**src/rtl/truth_table_sweeper.sv**
```systemverilog
// Sweeps a combinational function through its full truth table, captures its
// output per vector into a result map, and compares that map against an expected map.
module truth_table_sweeper #(
   parameter int N_IN   = 3,
   parameter int SETTLE = 1
) (
   input  logic                 clk,
   input  logic                 reset,
   input  logic                 start,
   input  logic [2**N_IN-1:0]   expected,
   input  logic                 dut_s,
   output logic [N_IN-1:0]      dut_in,
   output logic                 busy,
   output logic                 done,
   output logic [2**N_IN-1:0]   result,
   output logic                 pass,
   output logic                 fail_valid,
   output logic [N_IN-1:0]      first_fail
);

   localparam int N_VEC = 2**N_IN;
   localparam int CNT_W = ($clog2(SETTLE+1) > 1) ? $clog2(SETTLE+1) : 1;
   localparam logic [CNT_W-1:0] CNT_LOAD = CNT_W'(SETTLE-1);
   localparam logic [CNT_W-1:0] CNT_ONE  = CNT_W'(1);
   localparam logic [CNT_W-1:0] CNT_ZERO = {CNT_W{1'b0}};
   localparam logic [N_IN-1:0]  IDX_ONE  = N_IN'(1);
   localparam logic [N_IN-1:0]  IDX_ZERO = {N_IN{1'b0}};
   localparam logic [N_IN-1:0]  IDX_LAST = {N_IN{1'b1}};

   typedef enum logic [1:0] {
      S_IDLE   = 2'd0,
      S_WAIT   = 2'd1,
      S_SAMPLE = 2'd2,
      S_DONE   = 2'd3
   } state_t;

   state_t              state_r, state_s;
   logic [N_IN-1:0]     idx_r, idx_s;
   logic [CNT_W-1:0]    cnt_r, cnt_s;
   logic [N_VEC-1:0]    exp_r, exp_s;
   logic [N_IN-1:0]     dut_in_s;
   logic                busy_s;
   logic                done_s;
   logic [N_VEC-1:0]    result_s;
   logic                pass_s;
   logic                fail_valid_s;
   logic [N_IN-1:0]     first_fail_s;
   logic                mismatch_s;

   // State register
   always_ff @(posedge clk) begin
      if (reset) begin
         state_r <= S_IDLE;
      end else begin
         state_r <= state_s;
      end
   end

   // Datapath and output registers; reset discards any partial sweep
   always_ff @(posedge clk) begin
      if (reset) begin
         idx_r      <= IDX_ZERO;
         cnt_r      <= CNT_ZERO;
         exp_r      <= {N_VEC{1'b0}};
         dut_in     <= IDX_ZERO;
         busy       <= 1'b0;
         done       <= 1'b0;
         result     <= {N_VEC{1'b0}};
         pass       <= 1'b0;
         fail_valid <= 1'b0;
         first_fail <= IDX_ZERO;
      end else begin
         idx_r      <= idx_s;
         cnt_r      <= cnt_s;
         exp_r      <= exp_s;
         dut_in     <= dut_in_s;
         busy       <= busy_s;
         done       <= done_s;
         result     <= result_s;
         pass       <= pass_s;
         fail_valid <= fail_valid_s;
         first_fail <= first_fail_s;
      end
   end

   // Next-state and next-output logic
   always_comb begin
      state_s      = state_r;
      idx_s        = idx_r;
      cnt_s        = cnt_r;
      exp_s        = exp_r;
      dut_in_s     = dut_in;
      busy_s       = busy;
      done_s       = 1'b0;
      result_s     = result;
      pass_s       = pass;
      fail_valid_s = fail_valid;
      first_fail_s = first_fail;
      mismatch_s   = 1'b0;

      case (state_r)
         S_IDLE: begin
            if (start) begin
               exp_s        = expected;
               idx_s        = IDX_ZERO;
               dut_in_s     = IDX_ZERO;
               result_s     = {N_VEC{1'b0}};
               fail_valid_s = 1'b0;
               pass_s       = 1'b0;
               cnt_s        = CNT_LOAD;
               busy_s       = 1'b1;
               state_s      = S_WAIT;
            end else begin
               busy_s  = 1'b0;
               state_s = S_IDLE;
            end
         end

         S_WAIT: begin
            if (cnt_r != CNT_ZERO) begin
               cnt_s   = cnt_r - CNT_ONE;
               state_s = S_WAIT;
            end else begin
               state_s = S_SAMPLE;
            end
         end

         S_SAMPLE: begin
            result_s[idx_r] = dut_s;
            mismatch_s      = (dut_s != exp_r[idx_r]);
            // Only the first mismatch is recorded, which is the lowest index
            if (mismatch_s && !fail_valid) begin
               first_fail_s = idx_r;
               fail_valid_s = 1'b1;
            end else begin
               first_fail_s = first_fail;
               fail_valid_s = fail_valid;
            end
            if (idx_r == IDX_LAST) begin
               // Compare against the map including the bit sampled this cycle
               pass_s  = (result_s == exp_r);
               done_s  = 1'b1;
               state_s = S_DONE;
            end else begin
               idx_s    = idx_r + IDX_ONE;
               dut_in_s = idx_r + IDX_ONE;
               cnt_s    = CNT_LOAD;
               state_s  = S_WAIT;
            end
         end

         S_DONE: begin
            busy_s  = 1'b0;
            state_s = S_IDLE;
         end

         default: begin
            busy_s  = 1'b0;
            state_s = S_IDLE;
         end
      endcase
   end

endmodule
```
**config.mk**
```make
export PLATFORM = sky130hd
export DESIGN_NAME = truth_table_sweeper
export DESIGN_NICKNAME = d
export VERILOG_FILES = /design/src/rtl/truth_table_sweeper.sv
export SDC_FILE = /design/constraint.sdc
export NUM_CORES = 1
export LEC_CHECK = 0
export CORE_MARGIN = 2
export CORE_UTILIZATION = 48
export CTS_BUF_LIST = sky130_fd_sc_hd__clkbuf_4 sky130_fd_sc_hd__clkbuf_8
export CTS_CLUSTER_SIZE = 14
export DETAILED_ROUTE_END_ITERATION = 10
export PLACE_DENSITY = 0.78
export SYNTH_ARGS = -nofsm -noshare
export SYNTH_HDL_FRONTEND = slang
export SYNTH_SLANG_ARGS = --single-unit
```
**constraint.sdc**
```tcl
create_clock -name clk -period 1.74 [get_ports clk]
set_input_delay 0.261 -clock clk [delete_from_list [all_inputs] [get_ports clk]]
set_output_delay 0.261 -clock clk [all_outputs]
set_load 0.1 [all_outputs]
```
==> impl_metrics.toml, run 1 <==
[run_status]
outcome = "complete, but fails checks"
failed_checks = "setup timing"

[critical_path]
path_delay_family = "buffers and inverters"
endpoint_kind = "register"
ff2ff_setup_slack_ns = -0.15
worst-path-max-fanout = 13
startpoint_type = "register"
crit_cells = 9
end_of_the_worst_register_to_register_path = "first_fail[0]"
timing.critical_path.slowest_stage_cell = "sky130_fd_sc_hd__dfxtp_4"
critPathKind = "reg -> reg"
reg2reg_depth = 9
worst_path_largest_cell_delay_ns = 0.38
critical_path.reg2reg.startpoint = "idx_r[1]"
critical_path_required_ns = 2.01
crit_buf_inv = 4
critPathMostFrequentCell = "sky130_fd_sc_hd__buf_4"
worstPathArrival_ns = 2.16
cp_cell_sequence = "buf_4 > buf_12 > buf_4 > nand2b_1 > o32ai_1 > a221oi_2 > mux2i_2 > buf_4 > mux2i_2"

[logic_synthesis]
syn_area_sq_um = 1550
synth_compound_gate_area_share = 0.174
synth_sequential_area_ratio = 0.363
postSynth.asyncResetShare = 0
most_used_flip_flop_cell_after_synthesis = "sky130_fd_sc_hd__dfxtp_1"
synth.mux.area_fraction = 0.104
synthSimpleGateAreaFrac = 0.230
synth-xor-area-share = 0.0340
synthesis.instances = 187
synth_enable_flop_cells = 0
dominant_combinational_cell_family_by_area_after_synthesis = "simple AND/OR/NAND/NOR gates"
ys_warn_count = 0
synth_cell_type_count = 38
synth_area_per_cell_sq_um = 8.26
synthesis.nets = 205
synthAdderAreaFrac = 0.0486
ys_seq_elements = 28

[drt]
initialDrtViolationCount = 82
drt-total-wl_mm = 4.56
post_drt_via_cell_ratio = 5.59
postRouteAntennaNets = 0
drt-pass1-iter-count = 6
remaining_drc_errors = 0
vias = 1593
average_wire_per_cell_in_the_routed_design_um = 16.0

[timing]
transition_time_at_the_pin_with_the_least_slew_margin_ns = 0.424
fin_tns_setup_ns = -0.521
setup_violating_endpoint_count_in_the_final_report = 5
period_minus_slack_ns = 1.89
slew_viol_final = 0
slew_headroom = 0.716
layout_setup_ws_ns = -0.145
final-hold-violation-count = 0
max_clock_freq_mhz = 530
rsz0062_at_grt = "true"
skew_ns = 0.00308
finalCritPeriodShare = 1.08

[finish]
post_route_cells_drive_above_1_share = 0.307
final.fill_count = 191
antenna-diode-count = 0
area_growth_syn_to_layout_pct = 56.1
design.final.nets = 260
finished_cell_area_sq_um = 2410

[power]
power.density_cell_area_nw_per_um2 = 499
power_mw = 1.20
p_leak_nw = 0.935
peakVddDrop_mv = 0.384

[global_routing]
global_route.overflow_total = 0
vias_in_the_first_global_route = 1500
grt_antenna_before_repair = 0
grt_max_degree = 25
grt_pass1_wl_mm = 6.66
global_route.usage.total = 0.244

[clock_tree]
tritoncts.num_buffers = 3
clock-root-buffer = "sky130_fd_sc_hd__clkbuf_4"
tritoncts = "yes"
clock-sinks = 28
clock_latency_ns = 0.33
number_of_buffers_between_clock_root_and_the_deepest_sink = 2
path_clk_slew_ns = 0.15
cts.htree.levels = 1
post_cts_hold_buffer_count = 0

[floorplan]
num_io_pins = 30
initial_utilization = 0.506
placement_rows = 20
chipWidth_um = 60.7
floorplan.core_area_sq_um = 3050
dieArea_sq_um = 3690
die_h_um = 60.7

[worst_hold_path]
min_delay_worst_endpoint = "exp_r[0]"
min-delay-path-class = "in -> reg"
hold_path_depth = 3
min_from = "expected[0]"

[job]
max_cap_check_violation_count = 0

[placement]
numPortBuffers = 29
place_area_sq_um = 2190
gpl.final_weighted_congestion = 0.859
detailed_placer_s_ending_hpwl_mm = 3.18
how the worst max path moves through the flow:
stage	from	endpoint	slack, ns
after global routing	idx_r[1]	first_fail[2]	-0.24
final	idx_r[1]	first_fail[0]	-0.15
after floorplan	idx_r[1]	first_fail[0]	-0.24
after CTS	idx_r[1]	first_fail[0]	-0.08
after global placement	start	idx_r[1]	-0.03
after detailed placement	idx_r[2]	pass	-0.16
registers in the layout (all words and copies together), names as in the netlist:
register / count
busy: 1
state_r: 2
result: 8
idx_r: 3
done: 1
pass: 1
first_fail: 3
exp_r: 8
fail_valid: 1
layout make-up:
type | count | area, sq um | share of cell area
Clock buffer | 3 | 22.5 | 0.00934
Clock inverter | 1 | 3.75 | 0.00156
Inverter | 5 | 18.8 | 0.00778
Multi-Input combinational cell | 142 | 1000 | 0.416
Sequential cell | 28 | 573 | 0.238
Tap cell | 44 | 55.1 | 0.0228
Timing Repair Buffer | 62 | 734 | 0.304
repair_timing:
action	CTS	global route
pin swaps	1	8
setup endpoints to repair	6	11
gates resized for setup	3	20
setup buffers	1	12
placed cells by master, fill, tap and decap left out, types with 2 or more instances in the layout:
| master | synthesis | routed |
|---|---|---|
| sky130_fd_sc_hd__a22o_1 | 2 | 2 |
| sky130_fd_sc_hd__o21ai_0 | 9 | 7 |
| sky130_fd_sc_hd__nor3b_4 | 0 | 2 |
| sky130_fd_sc_hd__clkbuf_4 | 0 | 3 |
| sky130_fd_sc_hd__buf_4 | 1 | 31 |
| sky130_fd_sc_hd__mux2i_1 | 15 | 12 |
| sky130_fd_sc_hd__a22oi_1 | 2 | 2 |
| sky130_fd_sc_hd__dfxtp_1 | 28 | 24 |
| sky130_fd_sc_hd__nand3b_1 | 2 | 2 |
| sky130_fd_sc_hd__nand2b_1 | 6 | 6 |
| sky130_fd_sc_hd__mux2i_2 | 0 | 3 |
| sky130_fd_sc_hd__nand4_1 | 2 | 2 |
| sky130_fd_sc_hd__inv_1 | 5 | 5 |
| sky130_fd_sc_hd__a21oi_1 | 14 | 13 |
| sky130_fd_sc_hd__nor2_1 | 18 | 18 |
| sky130_fd_sc_hd__nand3_1 | 2 | 2 |
| sky130_fd_sc_hd__nor3_2 | 0 | 2 |
| sky130_fd_sc_hd__dfxtp_4 | 0 | 3 |
| sky130_fd_sc_hd__clkdlybuf4s50_1 | 0 | 11 |
| sky130_fd_sc_hd__nand2_1 | 28 | 28 |
| sky130_fd_sc_hd__xor2_1 | 5 | 5 |
| sky130_fd_sc_hd__o21ai_1 | 0 | 2 |
| sky130_fd_sc_hd__ha_4 | 0 | 2 |
| sky130_fd_sc_hd__a32oi_1 | 5 | 5 |
| sky130_fd_sc_hd__ha_1 | 6 | 3 |
| sky130_fd_sc_hd__buf_12 | 0 | 19 |
| sky130_fd_sc_hd__and3b_1 | 3 | 2 |
stage by stage:
step / setup WS (ns) / cells / hold slack [ns] / utilization
floorplan: -0.241 / 187 / 0.397 / -
global placement: -0.0327 / 268 / 0.474 / 0.718
detailed placement: -0.155 / 268 / 0.489 / 0.718
CTS: -0.0823 / 273 / 0.454 / 0.732
global route: -0.236 / 285 / 0.449 / 0.790
finish: -0.145 / 285 / 0.453 / 0.790
report_power, final:
| part | switching, mW | internal [mW] |
|---|---|---|
| Sequential | 0.0194 | 0.656 |
| Clock | 0.199 | 0.0845 |
| Combinational | 0.131 | 0.113 |
worst register-to-register path, cell delays in order (launching register included):
cell and delay (ns):
sky130_fd_sc_hd__dfxtp_4 0.38, sky130_fd_sc_hd__buf_4 0.14, sky130_fd_sc_hd__buf_12 0.15, sky130_fd_sc_hd__buf_4 0.14
sky130_fd_sc_hd__nand2b_1 0.06, sky130_fd_sc_hd__o32ai_1 0.08, sky130_fd_sc_hd__a221oi_2 0.24, sky130_fd_sc_hd__mux2i_2 0.25
sky130_fd_sc_hd__buf_4 0.18, sky130_fd_sc_hd__mux2i_2 0.21
cell usage after synthesis, types with 3 or more instances:
master                      n  area (sq um)
sky130_fd_sc_hd__a32oi_1    5          43.8
sky130_fd_sc_hd__xor2_1     5          43.8
sky130_fd_sc_hd__o21ai_0    9          45.0
sky130_fd_sc_hd__dfxtp_1   28           561
sky130_fd_sc_hd__nor2_1    18          67.6
sky130_fd_sc_hd__clkbuf_1   8          30.0
sky130_fd_sc_hd__and3b_1    3          26.3
sky130_fd_sc_hd__inv_1      5          18.8
sky130_fd_sc_hd__ha_1       6          75.1
sky130_fd_sc_hd__a21oi_1   14          70.1
sky130_fd_sc_hd__nand2b_1   6          37.5
sky130_fd_sc_hd__buf_2      3          15.0
sky130_fd_sc_hd__nor3b_1    4          30.0
sky130_fd_sc_hd__nand2_1   28           105
sky130_fd_sc_hd__mux2i_1   15           150
sky130_fd_sc_hd__nor3_1     3          15.0
cell families after synthesis:
logic type,Yosys count
flip-flops,28
multiplexers,16
buffers and inverters,17
adder cells (fa/ha/maj),6
AND/OR/NAND/NOR,73
AO/OA/AOI/OAI,41
XOR/XNOR,6
layer usage:
layer	global-route usage	share of wire	vias up
li1	-	-	764
met1	0.308	0.42	745
met2	0.404	0.50	73
met3	0.0405	0.056	11
met4	0.115	0.018	0
met5	0	0	-
No activity file was read; power rests on OpenSTA's default activity.
==> run 2: changes to the inputs <==
--- a/config.mk
+++ b/config.mk
@@ -5,6 +5,7 @@
 export SDC_FILE = /design/constraint.sdc
 export NUM_CORES = 1
 export LEC_CHECK = 0
+export CAP_MARGIN = 5
 export CORE_MARGIN = 2
 export CORE_UTILIZATION = 48
 export CTS_BUF_LIST = sky130_fd_sc_hd__clkbuf_4 sky130_fd_sc_hd__clkbuf_8
==> results of run 2 <==
The final DEF is identical to that of run 1; final timing and power are the same.
==> run 3: changes to the inputs <==
--- a/config.mk
+++ b/config.mk
@@ -6,11 +6,12 @@
 export NUM_CORES = 1
 export LEC_CHECK = 0
 export CAP_MARGIN = 5
-export CORE_MARGIN = 2
+export CORE_MARGIN = 1.5
 export CORE_UTILIZATION = 48
 export CTS_BUF_LIST = sky130_fd_sc_hd__clkbuf_4 sky130_fd_sc_hd__clkbuf_8
 export CTS_CLUSTER_SIZE = 14
 export DETAILED_ROUTE_END_ITERATION = 10
+export GPL_ROUTABILITY_DRIVEN = 0
 export PLACE_DENSITY = 0.78
 export SYNTH_ARGS = -nofsm -noshare
 export SYNTH_HDL_FRONTEND = slang
==> impl_metrics.toml, run 3 (same netlist as run 1, synthesis figures left out) <==
[power]
power.density_cell_area_nw_per_um2 = 543
p_leak_nw = 0.858
peakVddDrop_mv = 0.490
power_mw = 1.20

[finish]
antenna-diode-count = 0
layout_common_cells = "sky130_fd_sc_hd__nand2_1, sky130_fd_sc_hd__dfxtp_1, sky130_fd_sc_hd__buf_4"
layout.cells.most_common = "sky130_fd_sc_hd__nand2_1"
area_growth_syn_to_layout_pct = 43.5
design.final.nets = 246
post_route_cells_drive_above_1_share = 0.229
top_regs = "exp_r: 8 flops, result: 8 flops"

[drt]
post_drt_via_cell_ratio = 5.78
remaining_drc_errors = 0
initialDrtViolationCount = 42
average_wire_per_cell_in_the_routed_design_um = 15.8
postRouteAntennaNets = 0
vias = 1567
drt-pass1-iter-count = 4
drt-total-wl_mm = 4.27

[placement]
detailed_placer_s_ending_hpwl_mm = 3.25
numPortBuffers = 29

[timing]
rsz0062_at_grt = "true"
final-hold-violation-count = 0
skew_ns = 0.00392
period_minus_slack_ns = 1.83
transition_time_at_the_pin_with_the_least_slew_margin_ns = 0.411
layout_setup_ws_ns = -0.0907
slew_headroom = 0.724
max_clock_freq_mhz = 546
hold-worst-slack_ns = 0.457
finalCritPeriodShare = 1.05
slew_viol_final = 0
setup_violating_endpoint_count_in_the_final_report = 4

[global_routing]
global_route.overflow_total = 0
grt_max_degree = 25
vias_in_the_first_global_route = 1627
grt_antenna_before_repair = 0
grt_pass1_wl_mm = 7.36
global_route.usage.total = 0.270

[clock_tree]
clock-sinks = 28
clock_latency_ns = 0.33
clock-root-buffer = "sky130_fd_sc_hd__clkbuf_4"
tritoncts = "yes"
path_clk_slew_ns = 0.15
tritoncts.num_buffers = 3
number_of_buffers_between_clock_root_and_the_deepest_sink = 2
cts.htree.levels = 1

[critical_path]
path_delay_family = "multiplexers"
crit_buf_inv = 1
critical_path_required_ns = 2.01
critPathKind = "reg -> reg"
worstPathArrival_ns = 2.10
worst_path_largest_cell_delay_ns = 0.38
cp_cell_sequence = "mux2_4 > a22o_1 > a221oi_2 > mux2i_2 > buf_4 > mux2i_1"
endpoint_kind = "register"
startpoint_type = "register"
worst-path-max-fanout = 2
crit_cells = 6
timing.critical_path.slowest_stage_cell = "sky130_fd_sc_hd__dfxtp_4"
reg2reg_depth = 6

[run_status]
outcome = "complete, but fails checks"
failed_checks = "setup timing"

[worst_hold_path]
hold_path_depth = 3
min-delay-path-class = "in -> reg"

[floorplan]
chipWidth_um = 59.7
floorplan.core_area_sq_um = 3050
placement_rows = 20
num_io_pins = 30
die_h_um = 59.7
dieArea_sq_um = 3570
initial_utilization = 0.506

[job]
max_cap_check_violation_count = 0
==> run 3: area by class of cell <==
| class | instances | area, sq um |
|---|---|---|
| fillers | 247 | 836 |
| inverters | 5 | 18.8 |
| clock buffers | 4 | 30.0 |
| multi-input cells | 142 | 941 |
| flip-flops and latches | 28 | 572 |
| well taps | 44 | 55.1 |
| repair buffers | 48 | 601 |
==> run 3: worst paths after layout <==
path,from,endpoint,slack [ns]
max,idx_r[1],first_fail[0],-0.09
min,expected[2],exp_r[2],0.46
max reg2reg,idx_r[1],first_fail[0],-0.09
min reg2reg,exp_r[2],exp_r[2],0.52
==> run 3: where the power goes <==
group          leakage, nW  internal (mW)  switching (mW)
registers            0.230          0.655          0.0208
logic                0.609          0.104           0.127
clock network       0.0184          0.106           0.191
total                0.858          0.865           0.339
==> run 3: worst min-delay path, delay by kind of cell <==
kind / cells / cell delay (ns)
compound gates: 1 / 0.05
simple gates: 1 / 0.05
buf+inv: 1 / 0.39
==> run 3: what timing repair did <==
item,4_1_cts,5_1_grt
hold endpoints to repair,0,0
buffers inserted,2,0
setup endpoints to repair,7,15
gates resized for setup,2,4
pin swaps,1,0
hold buffers,0,0
==> run 3: layer usage <==
metal  track usage  vias to the layer above  share of wire
met5             0                        -              0
met4         0.159                        0          0.044
met3        0.0476                       19          0.056
met2         0.478                       68           0.50
met1         0.297                      746           0.40
li1              -                      734              -
==> run 3: through the flow <==
step                      instances  setup TNS [ns]  area (sq um)  worst slack (ns)   util
after floorplan                 187          -0.990          1570            -0.241      -
after global placement          265          -0.108          2160           -0.0278  0.707
after detailed placement        265          -0.475          2160            -0.108  0.707
after CTS                       271          -0.192          2210           -0.0667  0.725
after global routing            271          -0.600          2220            -0.160  0.726
final                           271          -0.278          2220           -0.0907  0.726
